`src/rtl/mult_pkg.sv`:
```
// Shared defaults and the saturating adder for the multiply-accumulate pipeline.
package mult_pkg;

  localparam int DEF_A_W    = 8;
  localparam int DEF_B_W    = 8;
  localparam int DEF_STAGES = 4;
  localparam int DEF_ACC_W  = 32;

  typedef struct packed {
    logic [63:0] val;
    logic        clamp;
  } sat_t;

  // x, y arrive already extended to 64 bits; the sum is clamped to a w-bit range.
  function automatic sat_t sat_add(input logic [63:0] x, input logic [63:0] y,
                                   input logic sgn, input int w);
    logic signed [65:0] s, hi, lo;
    sat_t r;
    if (sgn) begin
      s  = $signed({{2{x[63]}}, x}) + $signed({{2{y[63]}}, y});
      hi = (66'sd1 <<< (w - 1)) - 66'sd1;
      lo = -(66'sd1 <<< (w - 1));
    end else begin
      s  = $signed({2'b00, x}) + $signed({2'b00, y});
      hi = (66'sd1 <<< w) - 66'sd1;
      lo = '0;
    end
    r.clamp = (s > hi) || (s < lo);
    if (s > hi)      r.val = hi[63:0];
    else if (s < lo) r.val = lo[63:0];
    else             r.val = s[63:0];
    return r;
  endfunction

endpackage

```
`src/rtl/mult_pipe_stage.sv`:
```
// One pipeline register with valid bit; holds its contents while en is low.
module mult_pipe_stage #(
  parameter int W = 8
) (
  input  logic         clk,
  input  logic         reset_n,
  input  logic         en,
  input  logic         vld_i,
  input  logic [W-1:0] d_i,
  output logic         vld_o,
  output logic [W-1:0] q_o
);

  logic         vld_q, vld_d;
  logic [W-1:0] dat_q, dat_d;

  always_comb begin
    vld_d = vld_q;
    dat_d = dat_q;
    if (en) begin
      vld_d = vld_i;
      dat_d = d_i;
    end
  end

  always_ff @(posedge clk or negedge reset_n) begin
    if (!reset_n) begin
      vld_q <= 1'b0;
      dat_q <= '0;
    end else begin
      vld_q <= vld_d;
      dat_q <= dat_d;
    end
  end

  assign vld_o = vld_q;
  assign q_o   = dat_q;

endmodule

```
`src/rtl/mult_acc_pipe.sv`:
```
// Pipelined multiplier with optional saturating accumulation groups and a
// single global stall driven by the output handshake.
module mult_acc_pipe
  import mult_pkg::*;
#(
  parameter int A_W    = DEF_A_W,
  parameter int B_W    = DEF_B_W,
  parameter int STAGES = DEF_STAGES,
  parameter int ACC_W  = DEF_ACC_W
) (
  input  logic             clk,
  input  logic             reset_n,
  input  logic             in_valid,
  output logic             in_ready,
  input  logic [A_W-1:0]   a,
  input  logic [B_W-1:0]   b,
  input  logic             signed_mode,
  input  logic             acc_en,
  input  logic             in_last,
  output logic             out_valid,
  input  logic             out_ready,
  output logic [ACC_W-1:0] result,
  output logic             ovf
);

  localparam int P_W = A_W + B_W;
  localparam int D_W = P_W + 3;
  localparam int NS  = STAGES - 1;

  logic             out_valid_q, out_valid_d;
  logic [ACC_W-1:0] result_q, result_d;
  logic             ovf_q, ovf_d;
  logic [ACC_W-1:0] sum_q, sum_d;
  logic             sticky_q, sticky_d;
  logic             grp_open_q, grp_open_d;
  logic             grp_sgn_q, grp_sgn_d;

  logic                  en, eff_sgn;
  logic signed [P_W-1:0] prod_s;
  logic        [P_W-1:0] prod_u, prod_in;
  logic [NS:0]           vld_pipe;
  logic [NS:0][D_W-1:0]  dat_pipe;

  assign in_ready = !out_valid_q || out_ready;
  assign en       = in_ready;

  // Group mode is latched at the input from the first beat, so every product of
  // a group is formed in the group's arithmetic regardless of later signed_mode.
  assign eff_sgn = (acc_en && grp_open_q) ? grp_sgn_q : signed_mode;
  assign prod_s  = $signed({{B_W{a[A_W-1]}}, a}) * $signed({{A_W{b[B_W-1]}}, b});
  assign prod_u  = {{B_W{1'b0}}, a} * {{A_W{1'b0}}, b};
  assign prod_in = eff_sgn ? prod_s : prod_u;

  always_comb begin
    grp_open_d = grp_open_q;
    grp_sgn_d  = grp_sgn_q;
    if (in_valid && en && acc_en) begin
      grp_open_d = !in_last;
      grp_sgn_d  = eff_sgn;
    end
  end

  assign vld_pipe[0] = in_valid;
  assign dat_pipe[0] = {prod_in, acc_en, in_last, eff_sgn};

  for (genvar i = 0; i < NS; i++) begin : g_stage
    mult_pipe_stage #(.W(D_W)) u_stage (
      .clk     (clk),
      .reset_n (reset_n),
      .en      (en),
      .vld_i   (vld_pipe[i]),
      .d_i     (dat_pipe[i]),
      .vld_o   (vld_pipe[i+1]),
      .q_o     (dat_pipe[i+1])
    );
  end

  logic [P_W-1:0]   prod_t;
  logic             acc_t, last_t, sgn_t;
  logic [ACC_W-1:0] prod_ext;
  logic [63:0]      sum_x, prod_x;
  sat_t             sat_r;
  logic             unused_sat;

  assign {prod_t, acc_t, last_t, sgn_t} = dat_pipe[NS];

  always_comb begin
    if (sgn_t) begin
      prod_ext = ACC_W'($signed(prod_t));
      prod_x   = 64'($signed(prod_ext));
      sum_x    = 64'($signed(sum_q));
    end else begin
      prod_ext = ACC_W'(prod_t);
      prod_x   = 64'(prod_ext);
      sum_x    = 64'(sum_q);
    end
  end

  assign sat_r      = sat_add(sum_x, prod_x, sgn_t, ACC_W);
  assign unused_sat = ^sat_r.val;

  always_comb begin
    out_valid_d = out_valid_q;
    result_d    = result_q;
    ovf_d       = ovf_q;
    sum_d       = sum_q;
    sticky_d    = sticky_q;
    if (en) begin
      out_valid_d = 1'b0;
      if (vld_pipe[NS]) begin
        if (!acc_t) begin
          out_valid_d = 1'b1;
          result_d    = prod_ext;
          ovf_d       = 1'b0;
        end else if (!last_t) begin
          sum_d    = sat_r.val[ACC_W-1:0];
          sticky_d = sticky_q | sat_r.clamp;
        end else begin
          out_valid_d = 1'b1;
          result_d    = sat_r.val[ACC_W-1:0];
          ovf_d       = sticky_q | sat_r.clamp;
          sum_d       = '0;
          sticky_d    = 1'b0;
        end
      end
    end
  end

  always_ff @(posedge clk or negedge reset_n) begin
    if (!reset_n) begin
      out_valid_q <= 1'b0;
      result_q    <= '0;
      ovf_q       <= 1'b0;
      sum_q       <= '0;
      sticky_q    <= 1'b0;
      grp_open_q  <= 1'b0;
      grp_sgn_q   <= 1'b0;
    end else begin
      out_valid_q <= out_valid_d;
      result_q    <= result_d;
      ovf_q       <= ovf_d;
      sum_q       <= sum_d;
      sticky_q    <= sticky_d;
      grp_open_q  <= grp_open_d;
      grp_sgn_q   <= grp_sgn_d;
    end
  end

  assign out_valid = out_valid_q;
  assign result    = result_q;
  assign ovf       = ovf_q;

endmodule

```
`config.mk`:
```
export PLATFORM = sky130hd
export DESIGN_NAME = mult_acc_pipe
export DESIGN_NICKNAME = d
export VERILOG_FILES = /design/src/rtl/mult_pkg.sv /design/src/rtl/mult_pipe_stage.sv /design/src/rtl/mult_acc_pipe.sv
export SDC_FILE = /design/constraint.sdc
export NUM_CORES = 1
export LEC_CHECK = 0
export CAP_MARGIN = 30
export CORE_MARGIN = 2
export CORE_UTILIZATION = 55
export CTS_BUF_LIST = sky130_fd_sc_hd__clkbuf_2
export DETAILED_ROUTE_END_ITERATION = 8
export GPL_TIMING_DRIVEN = 1
export PLACE_DENSITY = 0.76
export SYNTH_ARGS = -nofsm -noshare
export SYNTH_HDL_FRONTEND = slang
export SYNTH_SLANG_ARGS = --single-unit
export TNS_END_PERCENT = 100
```
`constraint.sdc`:
```
create_clock -name clk -period 6.7 [get_ports clk]
set_input_delay 1.34 -clock clk [delete_from_list [all_inputs] [get_ports clk]]
set_output_delay 1.34 -clock clk [all_outputs]
set_load 0.1 [all_outputs]
```
==> results of run 1 <==
[power groups by stage]
| stage | combinational [uW] | sequential (uW) | clock [uW] |
|---|---|---|---|
| 2_1_floorplan | 3670 | 2120 | 0 |
| 3_3_place_gp | 5730 | 1520 | 0 |
| 3_5_place_dp | 5890 | 1530 | 0 |
| 4_1_cts | 5930 | 1520 | 518 |
| 5_1_grt | 6610 | 1580 | 547 |
| 6_report | 6020 | 1530 | 510 |
[state kept, by name, indices dropped and copies added (netlist names)]
name	count
out_valid	1
g_stage.u_stage.q_o	57
ovf	1
result	32
g_stage.u_stage.vld_o	3
sum_q	32
grp_open_q	1
grp_sgn_q	1
sticky_q	1
[placed cells by master (no fill, tap or decap), types with 6 or more instances in the layout]
cell | synthesis | final
o211ai_1 | 11 | 11
or3_1 | 9 | 9
xnor2_1 | 32 | 32
or4_1 | 11 | 10
nand4_1 | 16 | 16
clkdlybuf4s50_1 | 0 | 55
a22o_1 | 20 | 19
nor4_1 | 21 | 16
ha_1 | 173 | 173
clkbuf_2 | 1 | 17
o21ai_0 | 110 | 101
a21oi_1 | 70 | 69
nand3_1 | 39 | 38
a21oi_2 | 10 | 11
a21o_1 | 45 | 45
nor2_1 | 63 | 62
and2_1 | 39 | 39
buf_4 | 2 | 52
a31oi_1 | 22 | 22
nor4_2 | 2 | 6
nand2_1 | 281 | 281
o31ai_1 | 6 | 6
fa_1 | 88 | 88
and3_1 | 8 | 8
and4_1 | 6 | 6
nor2b_1 | 12 | 10
xor2_1 | 7 | 7
nand2b_1 | 10 | 10
nor3_1 | 17 | 17
dfrtp_1 | 129 | 128
mux2i_1 | 13 | 12
o21ai_1 | 1 | 9
a211oi_1 | 31 | 31
o21a_1 | 8 | 8
a21boi_0 | 10 | 10
inv_1 | 139 | 138
[layout make-up]
cell class                 count  area [sq um]
clock buffer                  17         85.08
timing repair buffer         115          1112
inverter                     140         525.5
clock inverter                15         157.7
antenna                        1         2.502
multi-input combinational   1263          9708
tap                          324         405.4
sequential                   129          3229
fill                        2133          9236
[cells in the mapped netlist, types with 8 or more instances]
cell	instances	area [sq um]
mux2i_1	13	130.1
a31oi_1	22	137.6
clkbuf_1	65	244.0
a211oi_1	31	232.7
a21oi_1	70	350.3
a21o_1	45	337.8
and3_1	8	50.05
buf_2	9	45.04
and2_1	39	244.0
or3_1	9	56.30
a22o_1	20	175.2
nand4_1	16	100.1
xnor2_1	32	280.3
nor2b_1	12	75.07
nand2b_1	10	62.56
fa_1	88	1762
nor4_1	21	131.4
or4_1	11	82.58
nor3_1	17	85.08
dfrtp_1	129	3228
a21boi_0	10	75.07
nand3_1	39	195.2
o21ai_0	110	550.5
o211ai_1	11	82.58
o21a_1	8	60.06
nand2_1	281	1055
inv_1	139	521.8
ha_1	173	2165
a21oi_2	10	87.58
nor2_1	63	236.5
[per-stage QoR]
stage	setup TNS, ns	util [%]	worst slack [ns]
final	0	62.24	0.2824
after global routing	-0.1315	62.24	-0.03839
after floorplan	0	-	0.2808
after global placement	0	60.56	0.06314
after detailed placement	-4.978	60.79	-0.1209
after CTS	0	61.88	0.02895
[path summary, 6_finish.rpt]
| path | startpoint | end | slack (ns) |
|---|---|---|---|
| setup / recovery | g_stage[2].u_stage.q_o[3] | ovf | 0.28 |
| hold / removal | g_stage[1].u_stage.q_o[13] | g_stage[2].u_stage.q_o[13] | 0.48 |
| setup reg to reg | g_stage[2].u_stage.q_o[3] | ovf | 0.28 |
| hold reg to reg | g_stage[1].u_stage.q_o[13] | g_stage[2].u_stage.q_o[13] | 0.48 |
| max in group asynchronous | reset_n | ovf | 4.78 |
| min in group asynchronous | reset_n | result[18] | 0.52 |
[per-layer routing]
metal  routed length (microns)  part of all wire [%]
met5                         0                     0
met4                      1273                   3.6
met3                      2027                   5.7
met2                     17810                    50
met1                     14580                    41
[worst reg2reg max path: cells and delay by family (launching register included)]
kind	cells	cell delay [ns]
AND/OR/NAND/NOR	11	2.65
buffers and inverters	5	0.55
flip-flops	1	0.42
AO/OA/AOI/OAI	8	1.40
adder cells (fa/ha/maj)	4	1.30
[logic make-up after synthesis]
| family | after synthesis |
|---|---|
| AND/OR/NAND/NOR | 556 |
| AO/OA/AOI/OAI | 391 |
| adder cells (fa/ha/maj) | 261 |
| buffers and inverters | 224 |
| flip-flops | 129 |
| XOR/XNOR | 39 |
| multiplexers | 16 |
[what timing repair did]
action,CTS,global route
buffers inserted,2,2
gates cloned,0,1
endpoints found under the setup margin,66,66
pin swaps,1,4
resized for setup,4,17
==> flow_summary.json, run 1 <==
{
  "synthSimpleGateAreaFrac_pct": 19.15,
  "final_cell_area_sq_um": 15230,
  "ys_seq_elements": 129,
  "drtAntennaViolNets": 0,
  "setup_viol": 0,
  "worstPathMaxFanout": 18,
  "critPathTopFamily": "simple AND/OR/NAND/NOR gates",
  "numCtsBuffers": 17,
  "drc": 0,
  "die_area_sq_um": 26290,
  "p_sw_share_pct": 56.28,
  "use_met1_pct": 33.28,
  "p_clk_share_pct": 6.3,
  "gr-total-overflow": 0,
  "p_int_uw": 3525,
  "routed_wl_mm": 35.69,
  "cp.arrival_ns": 7.01,
  "synth.avg_cell_area_sq_um": 8.511,
  "die_y_microns": 162.1,
  "instances_no_fill": 2004,
  "power_density_nw_per_um2": 529.6,
  "relSlewSlack_pct": 31.53,
  "port_buffers": 57,
  "crit_type": "reg2reg",
  "dp_hpwl_mm": 27.35,
  "max_stage_delay_ns": 0.59,
  "dieWidth_microns": 162.1,
  "netlist_instances": 1616,
  "comb_power_share_pct": 74.7,
  "worstSkewPairLatency_ns": 0.74,
  "ios": 58,
  "grt_usage_pct": 27.55,
  "drive_gt1_share_pct": 8.100,
  "vias": 11816,
  "leakage_uw": 0.007595,
  "core_sq_um": 24460,
  "htreeDepth": 4,
  "synthesis.nets": 1900,
  "crit_slowest_cell": "or4_4",
  "async_flop_share_pct": 100.0,
  "finClkSkew_ns": 0.06427,
  "report.final.slew_viol_count": 0,
  "cts_tree": "yes",
  "synth-xor-area-share_pct": 2.483,
  "hold_class": "reg2reg",
  "routedWlPerCell_microns": 17.81,
  "yosysSeqAreaShare_pct": 23.47,
  "firstDrtPassIters": 5,
  "syn_area_sq_um": 13750,
  "hold_ws_ns": 0.4791,
  "synth_compound_area_share_pct": 18.65,
  "vias_per_cell": 5.896,
  "hold_buffers": 0,
  "fmax_mhz": 155.8,
  "fin_nets": 1950,
  "start_util_pct": 56.23,
  "cts_root_buf": "clkbuf_2",
  "gp_congestion": 0.9624,
  "crit_path_start_kind": "register",
  "grt_pass1_vias": 11956,
  "cp_data_required_time_ns": 7.29,
  "synthToLayoutAreaGrowth_pct": 10.70,
  "cpMostUsedCell": "inv_1",
  "pwr-share-seq_pct": 18.9,
  "r2r_cells": 28,
  "clk_path_buf_depth": 2,
  "rows": 57,
  "clk_pin_slew_ns": 0.22,
  "holdPathStages": 2,
  "power_uw": 8063,
  "switchingPower_uw": 4538,
  "synthAdderAreaFrac_pct": 28.55,
  "vdd_drop_max_v": 0.0004476,
  "maxCapViolCount": 0,
  "path_depth": 28,
  "path_buf_inv": 5,
  "synth_top_family_by_area": "adder cells",
  "clock-sinks": 129,
  "status": "completed",
  "use_met3_pct": 3.882,
  "antenna_found_initial": 1,
  "finalCritPeriodShare_pct": 95.78,
  "min_period_ns": 6.418,
  "endpoint_kind": "register",
  "hold_viol": 0,
  "worstMarginPinSlew_ns": 1.024,
  "synth_enable_flop_cells": 0,
  "placed_cells": 1966,
  "top_usage_layer": "met2",
  "ys_types": 75,
  "post_dp_cell_area_sq_um": 14870,
  "muxShareOfSynthArea_pct": 1.192,
  "drtIter0Drc": 980,
  "yosysWarningCount": 0,
  "synth_flop_cell": "dfrtp_1",
  "grt_pass1_wl_mm": 58.60,
  "grt_max_degree": 74,
  "grtUsageMet2_pct": 49.65
}
Note: power is estimated with default switching activity, not from simulation.
==> run 2, diff against run 1 <==
--- a/config.mk
+++ b/config.mk
@@ -6,12 +6,14 @@
 export NUM_CORES = 1
 export LEC_CHECK = 0
 export CAP_MARGIN = 30
+export CELL_PAD_IN_SITES_DETAIL_PLACEMENT = 1
+export CELL_PAD_IN_SITES_GLOBAL_PLACEMENT = 2
 export CORE_MARGIN = 2
-export CORE_UTILIZATION = 55
+export CORE_UTILIZATION = 40
 export CTS_BUF_LIST = sky130_fd_sc_hd__clkbuf_2
 export DETAILED_ROUTE_END_ITERATION = 8
 export GPL_TIMING_DRIVEN = 1
-export PLACE_DENSITY = 0.76
+export PLACE_DENSITY_LB_ADDON = 0.1
 export SYNTH_ARGS = -nofsm -noshare
 export SYNTH_HDL_FRONTEND = slang
 export SYNTH_SLANG_ARGS = --single-unit
==> constraint.sdc (replaced) <==
create_clock -name clk -period 6.5 [get_ports clk]
set_input_delay 1.3 -clock clk [delete_from_list [all_inputs] [get_ports clk]]
set_output_delay 1.3 -clock clk [all_outputs]
set_load 0.1 [all_outputs]
==> flow_summary.json, run 2 (synthesis results as in run 1) <==
{
  "worstSkewPairLatency_ns": 0.79,
  "r2r-end": "result[15]",
  "die_area_sq_um": 35890,
  "p_int_uw": 3829,
  "routedWlPerCell_microns": 19.12,
  "vias": 12123,
  "final_common_cell": "nand2_1",
  "pre_cts_ws_ns": -0.2449,
  "fmax_mhz": 158.8,
  "hold_viol": 0,
  "worstHoldEndpoint": "g_stage[1].u_stage.q_o[14]",
  "vias_per_cell": 5.571,
  "vdd_drop_max_v": 0.0003090,
  "crit_path_start_kind": "register",
  "final_cell_mix": "nand2_1 (281), ha_1 (171), inv_1 (135)",
  "clk_path_buf_depth": 2,
  "hold_start": "g_stage[0].u_stage.q_o[14]",
  "routed_wl_mm": 41.60,
  "relSlewSlack_pct": 34.49,
  "gp_congestion": 0.8965,
  "r2r_cells": 27,
  "largest_reg_flops": 57,
  "rows": 67,
  "rsz0062_at_grt": "true",
  "p_clk_share_pct": 6.7,
  "gr-total-overflow": 0,
  "crit_type": "reg2reg",
  "cts_root_buf": "clkbuf_2",
  "setup_viol": 0,
  "drive_gt1_share_pct": 11.99,
  "grt_usage_pct": 23.60,
  "dp_hpwl_mm": 31.90,
  "timing.rr.start": "sum_q[0]",
  "grt_pass1_wl_mm": 67.83,
  "switchingPower_uw": 4969,
  "r2r_setup_slack_ns": 0.20,
  "clock-sinks": 129,
  "drtIter0Drc": 650,
  "pwr-share-seq_pct": 17.8,
  "status": "completed",
  "finClkSkew_ns": 0.06615,
  "grt_max_degree": 79,
  "synthToLayoutAreaGrowth_pct": 15.89,
  "worstMarginPinSlew_ns": 0.9796,
  "holdPathStages": 2,
  "worstPathMaxFanout": 8,
  "start_util_pct": 40.81,
  "die_y_microns": 189.4,
  "ios": 58,
  "drtAntennaViolNets": 0,
  "endpoint_kind": "register",
  "finalCritPeriodShare_pct": 96.89,
  "cp.arrival_ns": 6.96,
  "fin_util_pct": 47.30,
  "p_sw_share_pct": 56.48,
  "hold_class": "reg2reg",
  "grt_pass1_vias": 12725,
  "drc": 0,
  "htreeDepth": 4,
  "setup_slack_ns": 0.2023,
  "antenna_found_initial": 1,
  "dieWidth_microns": 189.4,
  "min_period_ns": 6.298,
  "numCtsBuffers": 17,
  "maxCapViolCount": 0,
  "cts_tree": "yes",
  "core_sq_um": 33700,
  "firstDrtPassIters": 6,
  "port_buffers": 57,
  "cp_data_required_time_ns": 7.16,
  "fin_nets": 1998,
  "fill_cells": 4028,
  "leakage_uw": 0.007858,
  "power_density_nw_per_um2": 551.9,
  "clk_pin_slew_ns": 0.28,
  "report.final.slew_viol_count": 0,
  "comb_power_share_pct": 75.6
}
==> run 2: changes by cell type in the layout (fill, tap and decap cells not counted), moves of 4 or more <==
cell / change
buf_4: +45
inv_8: +4
nor4_2: +4
a21oi_1: -5
nor4_1: -5
clkinv_2: -4
==> run 2: per-stage QoR <==
stage | hold WS [ns] | setup TNS (ns) | total power (uW) | std cells | instance area [sq um]
floorplan | 0.4386 | 0 | 5965 | 1616 | 13760
global placement | 0.4487 | 0 | 7850 | 2135 | 15320
detailed placement | 0.4554 | -11.26 | 7990 | 2135 | 15320
CTS | 0.4769 | 0 | 8631 | 2168 | 15620
global route | 0.4754 | -3.200 | 9616 | 2176 | 15940
finish | 0.4752 | 0 | 8798 | 2176 | 15940
==> run 2: power groups by stage <==
| stage | clock network (uW) | logic [uW] | registers (uW) |
|---|---|---|---|
| 2_1_floorplan | 0 | 3780 | 2180 |
| 3_3_place_gp | 0 | 6280 | 1570 |
| 3_5_place_dp | 0 | 6410 | 1580 |
| 4_1_cts | 606 | 6460 | 1560 |
| 5_1_grt | 640 | 7360 | 1620 |
| 6_report | 586 | 6650 | 1560 |
==> run 2: cell type report <==
type	instances	area (sq um)	area share, %
flip-flops and latches	129	3229	20.26
inverters	140	525.5	3.297
multi-input cells	1263	9876	61.95
clock buffers	17	85.08	0.5338
well taps	448	560.5	3.516
diodes	1	2.502	0.01570
clock inverters	15	183.9	1.154
repair buffers	163	1478	9.270
==> run 2: routing by layer <==
metal	part of all wire (%)	global-route usage [%]	vias to the layer above
met4	1.5	4.681	0
met5	0	0	-
met3	2.6	2.854	45
met2	49	41.18	185
met1	47	31.55	6126
li1	-	-	5767
==> run 2: how the worst max path moves through the flow <==
| stage | endpoint | slack [ns] | startpoint |
|---|---|---|---|
| 2_1_floorplan | result[25] | 0.08 | g_stage[2].u_stage.q_o[3] |
| 4_1_cts | result[11] | 0.03 | sum_q[0] |
| 5_1_grt | sum_q[25] | -0.1 | sum_q[0] |
| 3_3_place_gp | result[11] | 0.02 | g_stage[2].u_stage.q_o[4] |
| 6_report | result[15] | 0.20 | sum_q[0] |
| 3_5_place_dp | ovf | -0.24 | sum_q[0] |
==> run 2: worst max-delay path, stage by stage, from the launching register on <==
cell,delay [ns]
dfrtp_1,0.42
ha_2,0.19
inv_2,0.04
fa_2,0.39
nor2b_2,0.14
o31a_1,0.20
o21ai_2,0.10
a221oi_2,0.33
nand2_1,0.14
o21ai_1,0.11
nand2_1,0.08
o21ai_1,0.13
a22o_1,0.23
inv_2,0.05
fa_1,0.52
inv_2,0.06
ha_1,0.18
nor4_1,0.17
nand4_1,0.16
or4_4,0.52
or4_4,0.51
nor4_4,0.23
nand4b_1,0.16
nor4_2,0.32
or2_4,0.31
buf_6,0.14
a31oi_4,0.08
mux2_4,0.28
==> run 2: repair_timing <==
item | in CTS | in global routing
resized for setup | 6 | 55
setup endpoints to repair | 66 | 66
cloned | 0 | 2
pin swaps | 3 | 31
buffers inserted | 1 | 5
hold buffers | 0 | 0
